**config.mk**
```make
export PLATFORM = sky130hd
export DESIGN_NAME = tagged_regfile
export DESIGN_NICKNAME = d
export VERILOG_FILES = /design/src/rtl/tagged_regfile.sv
export SDC_FILE = /design/constraint.sdc
export NUM_CORES = 1
export LEC_CHECK = 0
export CAP_MARGIN = 20
export CORE_UTILIZATION = 40
export CTS_BUF_LIST = sky130_fd_sc_hd__clkbuf_4 sky130_fd_sc_hd__clkbuf_8
export CTS_CLUSTER_DIAMETER = 200
export DETAILED_ROUTE_END_ITERATION = 10
export GPL_TIMING_DRIVEN = 0
export SLEW_MARGIN = 20
export SYNTH_ARGS = -nofsm -noshare
export SYNTH_HDL_FRONTEND = slang
export SYNTH_SLANG_ARGS = --single-unit
```
**constraint.sdc**
```tcl
create_clock -name clk -period 2.65 [get_ports clk]
set_input_delay 0.53 -clock clk [delete_from_list [all_inputs] [get_ports clk]]
set_output_delay 0.53 -clock clk [all_outputs]
set_load 0.005 [all_outputs]
```
**src/rtl/tagged_regfile.sv**
```systemverilog
// Architectural register file with per-entry busy bit and producer ROB tag.
// Dispatch renames a destination, commit retires data and clears busy on a tag match.
module tagged_regfile #(
  parameter  int WIDTH = 16,
  parameter  int DEPTH = 8,
  parameter  int TAG_W = 3,
  localparam int AW    = $clog2(DEPTH)
) (
  input  logic             clk,
  input  logic             rst_n,
  input  logic             dispatch_en,
  input  logic [AW-1:0]    dispatch_reg,
  input  logic [TAG_W-1:0] dispatch_tag,
  input  logic             commit_en,
  input  logic [AW-1:0]    commit_reg,
  input  logic [TAG_W-1:0] commit_tag,
  input  logic [WIDTH-1:0] commit_data,
  input  logic             flush,
  input  logic [AW-1:0]    rd_a_idx,
  input  logic [AW-1:0]    rd_b_idx,
  output logic [WIDTH-1:0] rd_a_data,
  output logic [WIDTH-1:0] rd_b_data,
  output logic             rd_a_busy,
  output logic             rd_b_busy,
  output logic [TAG_W-1:0] rd_a_tag,
  output logic [TAG_W-1:0] rd_b_tag
);

  logic [WIDTH-1:0] data_q [DEPTH];
  logic [WIDTH-1:0] data_d [DEPTH];
  logic [TAG_W-1:0] tag_q  [DEPTH];
  logic [TAG_W-1:0] tag_d  [DEPTH];
  logic [DEPTH-1:0] busy_q;
  logic [DEPTH-1:0] busy_d;
  logic             commit_clears;

  // A commit only retires the rename if it comes from the youngest pending producer.
  assign commit_clears = commit_en && busy_q[commit_reg] && (tag_q[commit_reg] == commit_tag);

  always_comb begin
    data_d = data_q;
    tag_d  = tag_q;
    busy_d = busy_q;
    if (commit_en) begin
      data_d[commit_reg] = commit_data;
      if (commit_clears) begin
        busy_d[commit_reg] = 1'b0;
      end
    end
    // Dispatch is applied after commit so a same-register rename stays pending.
    if (flush) begin
      busy_d = '0;
    end else if (dispatch_en) begin
      busy_d[dispatch_reg] = 1'b1;
      tag_d[dispatch_reg]  = dispatch_tag;
    end
  end

  always_ff @(posedge clk or negedge rst_n) begin
    if (!rst_n) begin
      busy_q <= '0;
      for (int i = 0; i < DEPTH; i++) begin
        data_q[i] <= '0;
        tag_q[i]  <= '0;
      end
    end else begin
      busy_q <= busy_d;
      for (int i = 0; i < DEPTH; i++) begin
        data_q[i] <= data_d[i];
        tag_q[i]  <= tag_d[i];
      end
    end
  end

  // Reads see the retiring value in the same cycle; gated so reset shows all zeros.
  always_comb begin
    rd_a_data = '0;
    rd_a_busy = 1'b0;
    rd_a_tag  = '0;
    rd_b_data = '0;
    rd_b_busy = 1'b0;
    rd_b_tag  = '0;
    if (rst_n) begin
      rd_a_data = data_q[rd_a_idx];
      rd_a_busy = busy_q[rd_a_idx];
      rd_a_tag  = tag_q[rd_a_idx];
      if (commit_en && (commit_reg == rd_a_idx)) begin
        rd_a_data = commit_data;
        if (commit_clears) begin
          rd_a_busy = 1'b0;
        end
      end
      rd_b_data = data_q[rd_b_idx];
      rd_b_busy = busy_q[rd_b_idx];
      rd_b_tag  = tag_q[rd_b_idx];
      if (commit_en && (commit_reg == rd_b_idx)) begin
        rd_b_data = commit_data;
        if (commit_clears) begin
          rd_b_busy = 1'b0;
        end
      end
    end
  end

endmodule

```
---- Word level (Yosys, flattened, before mapping) ----
Index checks and enable logic that the tools add are counted.
storage, ports and cells
  register bits after elaboration ......... 160
  input bits .............................. 39
  output and inout bits ................... 40
cells by class
  order comparisons ....................... 12
  eq/ne operators ......................... 3
  multiplexer cells ....................... 47
  bitwise logic cells ..................... 8
  reduce and logical (&&, ||, !) cells .... 9
operators with widths
  operator                                                                             number
  16-bit 2-to-1 mux                                                                    9
  128-bit bitwise mux                                                                  1
  16-bit binary-select mux with 3-bit select                                           2
  16-bit demux with 3-bit select                                                       1
  8-bit 2-to-1 mux                                                                     4
  3-bit binary-select mux with 3-bit select                                            3
  3-bit 2-to-1 mux                                                                     9
  24-bit bitwise mux                                                                   1
  4-bit greater-or-equal comparator, second input constant                             4
  3-bit by 4-bit < comparator with 1-bit output, second input constant                 4
  3-bit inverter with 4-bit output                                                     4
  1-bit 2-to-1 mux                                                                     11
  1-bit binary-select mux with 3-bit select                                            3
  3-bit demux with 3-bit select                                                        1
  3-bit == test                                                                        3
  8-bit AND                                                                            1
  1-bit logical AND                                                                    8
  4-bit by 1-bit < comparator with 1-bit output, second input constant                 2
  8-bit inverter                                                                       1
  8-bit OR                                                                             1
  1-bit demux with 3-bit select                                                        2
  3-bit by 1-bit greater-or-equal comparator with 1-bit output, second input constant  2
  2-bit AND reduction                                                                  1
  1-bit inverter                                                                       1

---- Longest topological paths before layout ----
  depth after elaboration ................. 11
  mapped depth ............................ 7

---- Least setup slack after synthesis ----
No wires, ideal clock.
  path kind ............................... input port to output port
  from .................................... in rd_a_idx[0]
  to ...................................... out rd_a_busy
  arrival time ............................ 1.885 ns
  data required time ...................... 2.120 ns
  path slack .............................. 0.235 ns
  stages .................................. 6
  buffers on the path ..................... 2
  cell sequence ........................... clkbuf_1 > buf_2 > mux4_2 > mux2_2 > nand2_1 > a21oi_1
between the ends
  cells in the longest elaborated chain, start to end .. 5
  elaborated cells between the ends (all ways) .. 7
RTL lines
  item                                       line  text
  start: declaration                         19    input logic [AW-1:0] rd_a_idx,
  1-bit binary-select mux with 3-bit select  85    rd_a_busy = busy_q[rd_a_idx];
  1-bit 2-to-1 mux (not written as such)     85
  1-bit 2-to-1 mux                           89    if (commit_clears) begin
  1-bit 2-to-1 mux (*)                       87    if (commit_en && (commit_reg == rd_a_idx)) begin
  1-bit 2-to-1 mux (*)                       83    if (rst_n) begin
  end: declaration                           23    output logic rd_a_busy,
Mark *: on every way between the ends. The rest lies on a longest branch, timed or not. The select of a mux whose other input is x is not followed.

---- Worst setup path after layout ----
  from .................................... in commit_reg[1]
  to ...................................... out rd_b_busy
between the ends
  cells in the longest elaborated chain, start to end .. 9
  elaborated cells between the ends (all ways) .. 14
RTL lines
  item                                                    line  text
  start: declaration                                      15    input logic [AW-1:0] commit_reg,
  3-bit inverter with 4-bit output (not written as such)  38    assign commit_clears = commit_en && busy_q[commit_reg] && (tag_q[commit_reg] == commit_tag);
  3-bit binary-select mux with 3-bit select               38
  3-bit 2-to-1 mux (not written as such) (2 in a row)     38
  3-bit == test                                           38
  1-bit logical AND                                       38
  1-bit 2-to-1 mux                                        98    if (commit_clears) begin
  1-bit 2-to-1 mux (*)                                    96    if (commit_en && (commit_reg == rd_b_idx)) begin
  1-bit 2-to-1 mux (*)                                    83
  end: declaration                                        24    output logic rd_b_busy,
Marks and branches as above.

==> reports/results.tsv <==
stage	metric	value	unit
outcome	status	finished, violations left	
outcome	failed_checks	setup timing	
synth	yosys.cell_types.count	47	
route	drt-wirelength-per-cell	26.5	um
critical_path	start_kind	primary input	
job	drv_cap	0	
power_and_ir_drop	p_switching	2280	uW
placed_design	detailed_place_hpwl	18600	um
power_and_ir_drop	leakage	0.00520	uW
route	drtPass1Iterations	5	
synth	synth_area	9470	sq um
clocking	clk_path_buf_depth	2	
finish	drive_above_1_share	46.7	%
global_routing	grt_max_degree	61	
sta	setup_slack	-54.3	ps
sta	worstMarginPinSlew	1170	ps
floorplanning	die_y	156	um
sta	setup_viol	1	
floorplanning	initial_core_util	41.3	%
placed_design	port_buffers	56	
power_and_ir_drop	p_clk_share	25.2	%
clocking	cts_hold_buf	0	
power_and_ir_drop	internal-power	5230	uW
global_routing	grt_use_total	25.6	%
global_routing	grt_pass1_vias	7268	
finish	area_growth	24.2	%
route	finalWirelength	29600	um
sta	clock_skew	14.3	ps
critical_path	cp_cell_sequence	buf_4 -> buf_6 -> buf_8 -> buf_4 -> nor3b_1 -> o21ai_1 -> a31oi_2 -> nor4b_4 -> buf_4 -> a21oi_2 -> buf_2	
power_and_ir_drop	seqPwrFrac	44.8	%
sta	final-hold-violation-count	0	
clocking	tritoncts	built	
sta	rsz0062_at_grt	yes	
power_and_ir_drop	p_sw_share	30.3	%
sta	relSlewSlack	21.8	%
synth	synth.avg_cell_area	14.0	sq um
global_routing	grt_pass1_wl	44800	um
floorplanning	core-area	22900	sq um
finish	layout_commonest_cell	dfrtp_1	
critical_path	slowest_stage	a31oi_2	
synth	ys_seq_elements	160	
critical_path	required	2120	ps
critical_path	r2r_setup_slack	640	ps
critical_path	critPathArrivalTime	2170	ps
sta	final_max_slew_viol_count	0	
synth	yosysWarnings	0	
power_and_ir_drop	pwr-share-comb	30.0	%
synth	syn-num-nets	713	
global_routing	antenna_found_initial	0	
sta	period_minus_slack	2700	ps
finish	fin_nets	832	
floorplanning	die-area	24300	sq um
finish	utilization	51.3	%
synth	synth_cells	674	
critical_path	critical_path.max_stage_delay	250	ps
placed_design	globalplace.congestion	0.860	
worst_hold_path	hold_class	primary input to async pin	
clocking	clk_pin_slew	80	ps
floorplanning	core.rowCount	55	
power_and_ir_drop	peakVddDrop	0.281	mV
route	drt-met1-wl	12500	um
finish	n_antenna_cell	0	
synth	synth-edff-count	0	
route	drtIter0Drc	393	
sta	fmax	0.370	GHz
synth	yosysSeqAreaShare	42.3	%
critical_path	crit_path_end_kind	primary output	
synth	postSynth.asyncResetShare	100	%
critical_path	crit_top_cell	buf_4	
finish	final_cell_mix	160 x dfrtp_1, 123 x mux2_2, 81 x mux4_2, 46 x mux2i_1, 36 x nand2_1	
clocking	root_buffer	clkbuf_8	
power_and_ir_drop	p_per_area	639	nW/um^2
synth	synth_flop_cell	dfrtp_1	
clocking	cts_buffers	17	
route	dr_wl_met3	2140	um
route	drc	0	
global_routing	grt_remaining_overflow	0	
critical_path	crit_fanout	7	
route	num_vias	6745	
route	via_per_inst	6.03	
floorplanning	pin_count	79	
sta	post-route-period-util	102	%
clocking	clock-sinks	160	
clocking	htree_num_levels	4	
route	route.met2.wl	14100	um
route	highest_layer	met4	
route	postRouteAntennaNets	0	
sta	hold_slack	84.4	ps
floorplanning	die_x	156	um
critical_path	worstSetupPathType	primary input to primary output	
clocking	clk_latency	470	ps
-- cell type report --
type / instances / area [sq um]
plain buffers: 67 / 643
clock buffers: 19 / 255
clock inverters: 13 / 151
fillers: 1977 / 11200
inverters: 4 / 15.0
multi-input cells: 440 / 5230
flip-flops and latches: 160 / 4000
well taps: 313 / 392
repair buffers: 103 / 1060
-- synthesized netlist by cell type, types with 5 or more instances --
cell type / number / area [sq um]
nand2_1: 39 / 146
o211a_1: 32 / 320
mux2_2: 122 / 1370
a21oi_1: 8 / 40.0
nor3b_1: 5 / 37.5
nor2b_1: 6 / 37.5
nor2_1: 7 / 26.3
mux4_2: 81 / 1820
mux2_1: 32 / 360
buf_2: 22 / 110
xnor2_1: 6 / 52.6
buf_1: 20 / 75.1
clkbuf_1: 21 / 78.8
a31oi_1: 7 / 43.8
dfrtp_1: 160 / 4000
mux2i_1: 47 / 470
-- per-layer routing --
layer / track usage [%] / vias to the layer above
met1: 33.5 / 3530
met3: 6.47 / 57
met2: 40.3 / 319
li1: - / 2839
met4: 11.1 / 0
met5: 0 / -
-- worst paths after layout --
kind	startpoint	end	cells after the start
min	rst_n	tag_q[19]	2
min reg2reg	data_q[27]	data_q[27]	1
max in group asynchronous	rst_n	data_q[35]	3
min in group clk	data_q[27]	data_q[27]	1
max reg2reg	tag_q[8]	busy_q[4]	7
max	commit_reg[1]	rd_b_busy	11
-- power by group through the flow --
stage	Sequential, uW	Combinational [uW]	Clock (uW)
5_1_grt	3440	2410	2040
2_1_floorplan	3260	1490	0
3_5_place_dp	3400	2090	0
3_3_place_gp	3330	2030	0
6_report	3360	2250	1890
4_1_cts	3350	2220	1930
-- worst max-delay path: cells and delay by family --
family | cells | cell delay (ps)
AO/OA/AOI/OAI | 3 | 520
buffers and inverters | 6 | 850
AND/OR/NAND/NOR | 2 | 280
-- timing repair --
item | 4_1_cts | 5_1_grt
pin swaps | 11 | 7
setup endpoints to repair | 42 | 38
buffers inserted | 27 | 11
cloned | 4 | 3
resized for setup | 186 | 45
-- registers in the layout (all words and copies together) (netlist names) --
register and cells:
data_q 128, tag_q 24, busy_q 8
-- cells by family (layout without fill, tap and decap cells) --
family                 after synthesis  count (layout)  share of synthesized area (%)
multiplexers                       282             282                           42.6
AO/OA/AOI/OAI                       65              65                           5.75
AND/OR/NAND/NOR                     86              86                           5.04
XOR/XNOR                             7               7                          0.727
buffers and inverters               74             206                           3.62
flip-flops                         160             160                           42.3
-- per-stage QoR --
stage | instances | setup WS (ps) | total power [uW] | cell area [sq um] | setup TNS (ps)
detailed placement | 1045 | -1120 | 5500 | 10500 | -63560
floorplan | 674 | 235 | 4750 | 9470 | 0
finish | 1119 | -54.3 | 7510 | 11800 | -54.3
global route | 1119 | -141 | 7890 | 11800 | -204
global placement | 1043 | -5760 | 5350 | 10400 | -1111620
CTS | 1107 | -30.1 | 7500 | 11600 | -48.6
Note: power is estimated with default switching activity, not from simulation.
